`src/rtl/program_loader_pkg.sv`:
```
// Shared constants for the program loader: FSM state encoding and word geometry.
package program_loader_pkg;

  localparam int unsigned BYTES_PER_WORD = 2;
  localparam int unsigned BYTE_W         = 8;

  typedef enum logic [2:0] {
    ST_IDLE,
    ST_CNT_LO,
    ST_CNT_HI,
    ST_DATA_HI,
    ST_DATA_LO,
    ST_WRITE,
    ST_RUN,
    ST_ERROR
  } state_t;

  function automatic logic is_load_state(input state_t s);
    return (s == ST_CNT_LO) || (s == ST_CNT_HI) || (s == ST_DATA_HI) ||
           (s == ST_DATA_LO) || (s == ST_WRITE);
  endfunction

endpackage

```
`src/rtl/program_loader_byte_assembler.sv`:
```
// Assembles a big-endian instruction word from two consecutive accepted bytes.
module program_loader_byte_assembler
  import program_loader_pkg::*;
#(
  parameter int unsigned WORD_W = BYTE_W * BYTES_PER_WORD
) (
  input  logic              clk,
  input  logic              rst_n,
  input  logic              load_hi,
  input  logic              load_lo,
  input  logic [7:0]        byte_data,
  output logic [WORD_W-1:0] word
);

  always_ff @(posedge clk or negedge rst_n) begin
    if (!rst_n) begin
      word <= '0;
    end else if (load_hi) begin
      word[WORD_W-1 -: BYTE_W] <= byte_data;
    end else if (load_lo) begin
      word[BYTE_W-1:0] <= byte_data;
    end
  end

endmodule

```
`src/rtl/program_loader.sv`:
```
// Byte-stream program loader: reads a word count and big-endian words, writes
// them to code memory from address 0, then enables the processor.
module program_loader
  import program_loader_pkg::*;
#(
  parameter int unsigned ADDR_W = 9,
  parameter int unsigned WORD_W = 16
) (
  input  logic              clk,
  input  logic              rst_n,
  input  logic              load_start,
  input  logic              abort,
  input  logic              byte_valid,
  input  logic [7:0]        byte_data,
  output logic              byte_ready,
  output logic              code_w_en,
  output logic [ADDR_W-1:0] code_addr,
  output logic [WORD_W-1:0] code_data,
  output logic              run,
  output logic              busy,
  output logic              error
);

  localparam int unsigned CNT_W = ADDR_W + 1;
  localparam logic [16:0] MAX_WORDS = 17'(32'd1 << ADDR_W);

  state_t             state, state_next;
  logic [CNT_W-1:0]   count;
  logic [CNT_W-1:0]   written;
  logic [CNT_W-1:0]   written_inc;
  logic [ADDR_W-1:0]  addr_q;
  logic               error_q;
  logic               xfer;
  logic               accept;
  logic [16:0]        cnt_full;
  logic               cnt_bad;

  assign xfer        = byte_valid && byte_ready;
  assign accept      = xfer && !abort && !load_start;
  assign written_inc = written + CNT_W'(1'b1);

  // The high count byte carries every bit above bit 7, so a full 512-word image
  // (0x00,0x02) is expressible; anything beyond the address space is rejected.
  assign cnt_full = {1'b0, byte_data, count[7:0]};
  assign cnt_bad  = (cnt_full == 17'd0) || (cnt_full > MAX_WORDS);

  always_comb begin
    state_next = state;
    byte_ready = 1'b0;
    code_w_en  = 1'b0;
    run        = 1'b0;
    busy       = is_load_state(state);
    case (state)
      ST_IDLE:    state_next = state;
      ST_CNT_LO: begin
        byte_ready = 1'b1;
        if (xfer) state_next = ST_CNT_HI;
      end
      ST_CNT_HI: begin
        byte_ready = 1'b1;
        if (xfer) state_next = cnt_bad ? ST_ERROR : ST_DATA_HI;
      end
      ST_DATA_HI: begin
        byte_ready = 1'b1;
        if (xfer) state_next = ST_DATA_LO;
      end
      ST_DATA_LO: begin
        byte_ready = 1'b1;
        if (xfer) state_next = ST_WRITE;
      end
      ST_WRITE: begin
        code_w_en  = !abort;
        state_next = (written_inc == count) ? ST_RUN : ST_DATA_HI;
      end
      ST_RUN:     run = 1'b1;
      ST_ERROR:   state_next = state;
      default:    state_next = ST_IDLE;
    endcase
    if (load_start) state_next = ST_CNT_LO;
    if (abort)      state_next = ST_IDLE;
  end

  always_ff @(posedge clk or negedge rst_n) begin
    if (!rst_n) begin
      state   <= ST_IDLE;
      count   <= '0;
      written <= '0;
      addr_q  <= '0;
      error_q <= 1'b0;
    end else begin
      state <= state_next;
      if (!abort) begin
        if (load_start) begin
          count   <= '0;
          written <= '0;
          addr_q  <= '0;
          error_q <= 1'b0;
        end else begin
          case (state)
            ST_CNT_LO: if (accept) count <= CNT_W'(byte_data);
            ST_CNT_HI: begin
              if (accept) begin
                count <= CNT_W'(cnt_full);
                if (cnt_bad) error_q <= 1'b1;
              end
            end
            ST_WRITE: begin
              addr_q  <= addr_q + ADDR_W'(1'b1);
              written <= written_inc;
            end
            default: ;
          endcase
        end
      end
    end
  end

  program_loader_byte_assembler #(
    .WORD_W (WORD_W)
  ) u_asm (
    .clk       (clk),
    .rst_n     (rst_n),
    .load_hi   (accept && (state == ST_DATA_HI)),
    .load_lo   (accept && (state == ST_DATA_LO)),
    .byte_data (byte_data),
    .word      (code_data)
  );

  assign code_addr = addr_q;
  assign error     = error_q;

endmodule
```
`config.mk`:
```
export PLATFORM = sky130hd
export DESIGN_NAME = program_loader
export DESIGN_NICKNAME = d
export VERILOG_FILES = /design/src/rtl/program_loader_pkg.sv /design/src/rtl/program_loader_byte_assembler.sv /design/src/rtl/program_loader.sv
export SDC_FILE = /design/constraint.sdc
export NUM_CORES = 1
export LEC_CHECK = 0
export CAP_MARGIN = 20
export CELL_PAD_IN_SITES_DETAIL_PLACEMENT = 1
export CELL_PAD_IN_SITES_GLOBAL_PLACEMENT = 2
export CORE_ASPECT_RATIO = 1.2
export CORE_MARGIN = 2
export CORE_UTILIZATION = 35
export DETAILED_ROUTE_END_ITERATION = 10
export HOLD_SLACK_MARGIN = 0.08
export PLACE_DENSITY = 0.88
export SLEW_MARGIN = 20
export SYNTH_ARGS = -nofsm -noshare
export SYNTH_HDL_FRONTEND = slang
export SYNTH_SLANG_ARGS = --single-unit
```
`constraint.sdc`:
```
create_clock -name clk -period 4.25 [get_ports clk]
set_input_delay 0.85 -clock clk [delete_from_list [all_inputs] [get_ports clk]]
set_output_delay 0.85 -clock clk [all_outputs]
set_load 0.01 [all_outputs]
```
==> results of run 1 <==
## final cells by class
type,count,share of cell area
multi-input combinational,203,0.404
clock inverter,3,0.00675
timing repair buffer,43,0.134
inverter,7,0.00833
clock buffer,5,0.0218
sequential,49,0.389
tap,90,0.0357
## synth_stat cells (all sizes together), types with 2 or more instances
cell / number
mux2: 16
nand2: 43
nor3: 6
xnor2: 10
nor2: 21
o31ai: 4
nand3: 9
o21ai: 27
or3: 2
a22o: 2
nand4: 5
inv: 7
and3: 5
dfrtp: 49
buf: 7
nor2b: 2
nand2b: 4
xor2: 10
nor4: 5
a21oi: 11
mux2i: 2
ha: 2
clkbuf: 7
## through the flow
step | worst slack (ns) | utilization | instance area (sq um)
floorplan | 2.02 | - | 2600
global placement | 1.16 | 0.424 | 3060
detailed placement | 1.06 | 0.424 | 3060
CTS | 1.12 | 0.436 | 3150
global route | 1.03 | 0.436 | 3150
finish | 1.12 | 0.436 | 3150
## sequential cells by signal (all words and copies together) (netlist names)
signal	count
count	10
u_asm.word	16
written	10
error	1
code_addr	9
state	3
## metal layers
layer	global-route usage	part of all wire	vias to the layer above
met5	0	0	-
li1	-	-	1017
met1	0.237	0.44	1054
met4	0.0580	0.021	0
met3	0.0385	0.041	12
met2	0.271	0.50	45
## report_power, final
part,internal (W),switching [W]
sequential,0.000482,0.0000177
clock,0.000117,0.000171
combinational,0.0000517,0.0000579
total,0.000651,0.000246
## logic make-up (layout without fill, tap and decap cells)
| family | Yosys count | after routing | share of synthesized area |
|---|---|---|---|
| compound gates | 55 | 55 | 0.128 |
| mux | 18 | 18 | 0.0769 |
| xor+xnor | 20 | 20 | 0.0702 |
| buf+inv | 21 | 58 | 0.0394 |
| fa+ha+maj | 2 | 2 | 0.00961 |
| flops | 49 | 49 | 0.471 |
| simple gates | 108 | 108 | 0.205 |
## how the worst max path moves through the flow
stage	startpoint	endpoint	slack, ns	cells past startpoint
2_1_floorplan	load_start	code_addr[5]$_DFFE_PN0P_	2.02	7
3_3_place_gp	load_start	code_addr[7]$_DFFE_PN0P_	1.16	6
3_5_place_dp	load_start	code_addr[7]$_DFFE_PN0P_	1.06	6
4_1_cts	abort	code_w_en	1.12	4
5_1_grt	abort	code_w_en	1.03	4
6_report	abort	code_w_en	1.12	4
==> summary.md, run 1 <==
| Metric | Value |
|---|---|
| Synth Cell Area | `2600 sq um` |
| Status | `finished clean` |
| Synth Warn # | `0` |
| Setup violators final | `0` |
| FF-to-FF setup slack | `1.81 ns` |
| Ranking of synthesized cells by area | `dfrtp_1 (47%), mux2_2 (6.9%), nand2_1 (6.2%), o21ai_0 (5.0%), xnor2_1 (3.4%)` |
| Clk_lat worst skew | `0.31 ns` |
| Synth area leader | `dfrtp_1` |
| Post-cts hold buffer count | `0` |
| Initial Utilization | `0.360` |
| Mapped Nets | `288` |
| Worst Setup Path Type | `in2out` |
| CP Data Arrival Time | `2.28 ns` |
| FF-to-FF Start | `written[2]$_DFFE_PN0P_` |
| CP endpoint kind | `output port` |
| Die X | `82.7 um` |
| Die ar. | `8150 sq um` |
| Clock Sink Count | `49` |
| Final Net Count | `324` |
| Hold-critical path endpoint | `u_asm.word[5]$_DFFE_PN0P_` |
| Req. time, crit path | `3.40 ns` |
| Worst Hold Class | `reg2reg` |
| CTS tree | `yes` |
| Final setup TNS | `0 ns` |
| GRT Util Overall | `0.173` |
| Grt ovf | `0` |
| Sequential area share after synthesis | `0.471` |
| Final WL | `6.40 mm` |
| Setup Buffers After CTS | `0` |
| F_max | `320 MHz` |
| Max-Cap Viols | `0` |
| Share of synthesized registers carrying an async set or reset | `1.00` |
| DRT Pass-1 Iters | `4` |
| FF-to-FF End | `state[2]$_DFFE_PN0P_` |
| Antenna Nets Post-Route | `0` |
| Tightest Pin Transition | `0.893 ns` |
| Crit path top cell by count | `clkdlybuf4s50_1` |
| Number of synthesized register bits | `49` |
| CTS Buffer Depth | `2` |
| Mapped Cells | `273` |
| HPWL Detailed | `4.70 mm` |
| Final std cells w/o fill | `400` |
| Clk slew on worst S/H paths | `0.09 ns` |
| Placed cell count | `392` |
| Initial antenna violation count | `0` |
| Critical-path top delay cell | `clkdlybuf4s50_1` |
| Via/cell ratio | `5.32` |
| Fin crit share | `0.736` |
| CORE AREA | `7230 sq um` |
| Hold path startpoint | `u_asm.word[5]$_DFFE_PN0P_` |
| Rel. slew slack | `0.400` |
| Top cell family by delay on the critical path | `buffers and inverters` |
| Main synth FF type | `dfrtp_1` |
| Routed len/inst | `16.0 um` |
| Hold Slack | `0.510 ns` |
| Ant. Diodes | `0` |
| Final Critical Period | `3.13 ns` |
| Die height | `98.5 um` |
| Seq. cell area | `1230 sq um` |
| Crit-path max cell delay | `0.57 ns` |
| Reg2Reg Depth | `6` |
| Max VDD drop | `0.212 mV` |
| Fin. Hold Viols | `0` |
| Layout cells sized above 1 | `0.113` |
| Global-route wire length before repair | `11.0 mm` |
| Ports | `43` |
| H-tree depth | `2` |
| Cts repair resizes | `0` |
| Yosys top cell area share | `0.471` |
| Slew Limit Fails | `0` |
| DR vias | `2128` |
| DRC viols | `0` |
| Hold path cells | `1` |
| RSZ-0062 raised after global routing | `no` |
| DR iter-0 viols | `106` |
| Cell Rows | `34` |
| Worst Setup Start Kind | `primary input` |
| CP bufs+invs | `3` |
| Crit Path Max Fanout | `5` |
| Area of the multi-input gates | `1270 sq um` |
| Number of fill cells | `850` |
| Most frequent cells in the layout | `dfrtp_1 (49), nand2_1 (43), clkdlybuf4s50_1 (41)` |
| Final Skew | `0.0136 ns` |
| PD cells | `285 nW/um^2` |
| Worst-path cell chain | `clkdlybuf4s50_1 -> inv_1 -> and3_1 -> clkdlybuf4s50_1` |
| Commonest non-fill, non-tap cell in the layout | `dfrtp_1` |
| Cts bufs inserted | `5` |
| Static Leak | `1.34 nW` |
| EDFF count, synth | `0` |
| Largest net degree at the start of global routing | `36` |
| Avg Inst Size Synth | `9.54 sq um` |
| Final GP Congestion | `0.843` |
| Synth cell types | `46` |
| Overall power consumption | `0.000897 W` |
| CTS root buffer | `clkbuf_8` |
| Area growth from synthesis to layout | `21.1%` |
| Vias in the first global route | `2244` |
| Port Buffers | `42` |
Note: power is estimated with default switching activity, not from simulation.
==> run 2, diff against run 1 <==
- CORE_UTILIZATION: 35 -> 33
- PLACE_DENSITY: 0.88 -> 0.83
- clock period: 4.25 -> 2.9 ns (I/O delays scaled with it)
==> run 2 against run 1 <==
- critical endpoint unchanged
- non-clock buffer count up 7
- sequential cell count is the same
- clock-buffer cell count grew 1
- worst setup slack got worse by 0.83 ns
- largest power group unchanged
==> summary.md, run 2 (synthesized netlist as in run 1, its figures left out) <==
| Metric | Value |
|---|---|
| Vias in the first global route | `2278` |
| CP endpoint kind | `output port` |
| Static Leak | `1.37 nW` |
| Port Buffers | `42` |
| Tightest Pin Transition | `0.918 ns` |
| Crit Path Max Fanout | `5` |
| Layout cells sized above 1 | `0.129` |
| DRT Pass-1 Iters | `4` |
| Crit-path max cell delay | `0.57 ns` |
| Placed cell count | `401` |
| Commonest non-fill, non-tap cell in the layout | `dfrtp_1` |
| Routed len/inst | `16.3 um` |
| DP Worst Slack | `0.286 ns` |
| Req. time, crit path | `2.32 ns` |
| DR iter-0 viols | `65` |
| Die X | `85.1 um` |
| Antenna Nets Post-Route | `0` |
| Clk slew on worst S/H paths | `0.10 ns` |
| F_max | `383 MHz` |
| Crit path top cell by count | `clkdlybuf4s50_1` |
| Cts repair resizes | `0` |
| Final core area utilization | `0.418` |
| Largest net degree at the start of global routing | `20` |
| Cts bufs inserted | `5` |
| RSZ-0062 raised after global routing | `no` |
| Clock Sink Count | `49` |
| Setup Buffers After CTS | `0` |
| Initial Utilization | `0.340` |
| PD cells | `413 nW/um^2` |
| Initial antenna violation count | `0` |
| CTS root buffer | `clkbuf_8` |
| Final Net Count | `331` |
| Final Skew | `0.0124 ns` |
| H-tree depth | `2` |
| Global Route met1 Usage | `0.201` |
| Rel. slew slack | `0.384` |
| Critical-path top delay cell | `clkdlybuf4s50_1` |
| CORE AREA | `7660 sq um` |
| Global-route wire length before repair | `11.3 mm` |
| Clk_lat worst skew | `0.31 ns` |
| Cell Rows | `35` |
| Number of fill cells | `870` |
| GR met3 Demand/Resource | `0.0310` |
| Max VDD drop | `0.208 mV` |
| Post-route worst setup slack | `0.290 ns` |
| Via/cell ratio | `5.23` |
| Met2 GRT Util | `0.285` |
| Final setup TNS | `0 ns` |
| Ports | `43` |
| Die ar. | `8620 sq um` |
| Grt ovf | `0` |
| HPWL Detailed | `4.86 mm` |
| DR vias | `2140` |
| Setup violators final | `0` |
| Post-cts hold buffer count | `0` |
| Worst-path cell chain | `clkdlybuf4s50_1 -> inv_1 -> and3_1 -> clkdlybuf4s50_1` |
| Max FFs per register | `16` |
| Worst Setup Path Type | `in2out` |
| Final WL | `6.68 mm` |
| CTS Buffer Depth | `2` |
| Largest regs | `u_asm.word x16, count x10, written x10` |
| GRT Util Overall | `0.163` |
| Fin. Hold Viols | `0` |
| Final Critical Period | `2.61 ns` |
| Slew Limit Fails | `0` |
| Most frequent cells in the layout | `dfrtp_1 (49), nand2_1 (43), clkdlybuf4s50_1 (41)` |
| Status | `finished clean` |
| Max-Cap Viols | `0` |
| CP Data Arrival Time | `2.03 ns` |
| Gr busiest metal | `met2` |
| CTS tree | `yes` |
| Seq. cell area | `1230 sq um` |
| Worst Hold Class | `in2async` |
| Ant. Diodes | `0` |
| Reg with most FFs | `u_asm.word` |
| Die height | `101 um` |
| Area growth from synthesis to layout | `23.1%` |
| DRC viols | `0` |
| Worst Setup Start Kind | `primary input` |
| Area of the multi-input gates | `1270 sq um` |
| Fin crit share | `0.900` |
| Final std cells w/o fill | `409` |
| Final GP Congestion | `0.803` |
[run 2: changes by cell type in the layout (fill, tap and decap cells not counted), sizes merged]
cell      change
buf           +7
clkbuf        +1
clkinv        -1
clkinvlp      +1
inv           -1
[run 2: power breakdown]
part           internal (W)  leakage (nW)  switching, W
registers          0.000706         0.674     0.0000264
logic             0.0000785         0.654     0.0000892
clock network      0.000171        0.0374      0.000253
total              0.000956          1.37      0.000369
[run 2: worst max-delay path: cells and delay by family]
family	cells	cell delay, ns
buffers and inverters	3	1.18
AND/OR/NAND/NOR	1	0.26
[run 2: path summary, 6_finish.rpt]
check | startpoint | endpoint | slack, ns | cells past startpoint
setup / recovery | abort | code_w_en | 0.29 | 4
hold / removal | rst_n | code_addr[8]$_DFFE_PN0P_ | 0.16 | 1
setup reg to reg | written[0]$_DFFE_PN0P_ | state[2]$_DFFE_PN0P_ | 0.37 | 7
hold reg to reg | u_asm.word[9]$_DFFE_PN0P_ | u_asm.word[9]$_DFFE_PN0P_ | 0.52 | 1
max in group asynchronous | rst_n | count[1]$_DFFE_PN0P_ | 2.12 | 2
min in group clk | u_asm.word[9]$_DFFE_PN0P_ | u_asm.word[9]$_DFFE_PN0P_ | 0.52 | 1
[run 2: per-stage QoR]
stage / instance area, sq um / total power, W / hold slack [ns]
final: 3210 / 0.00132 / 0.163
after global placement: 3120 / 0.000911 / 0.489
after CTS: 3210 / 0.00134 / 0.173
after floorplan: 2600 / 0.000823 / 0.284
after detailed placement: 3120 / 0.000914 / 0.499
after global routing: 3210 / 0.00139 / 0.171
[run 2: area by class of cell]
type | instances | area share
Inverter | 7 | 0.00820
Clock inverter | 2 | 0.00468
Multi-Input combinational cell | 203 | 0.398
Timing Repair Buffer | 50 | 0.148
Sequential cell | 49 | 0.383
Tap cell | 92 | 0.0359
Clock buffer | 6 | 0.0226
[run 2: per-layer routing]
metal	share of wire	routed length [um]	vias up
li1	-	-	1038
met1	0.44	2970	1051
met2	0.50	3370	39
met3	0.029	194	12
met4	0.022	147	0
met5	0	0	-
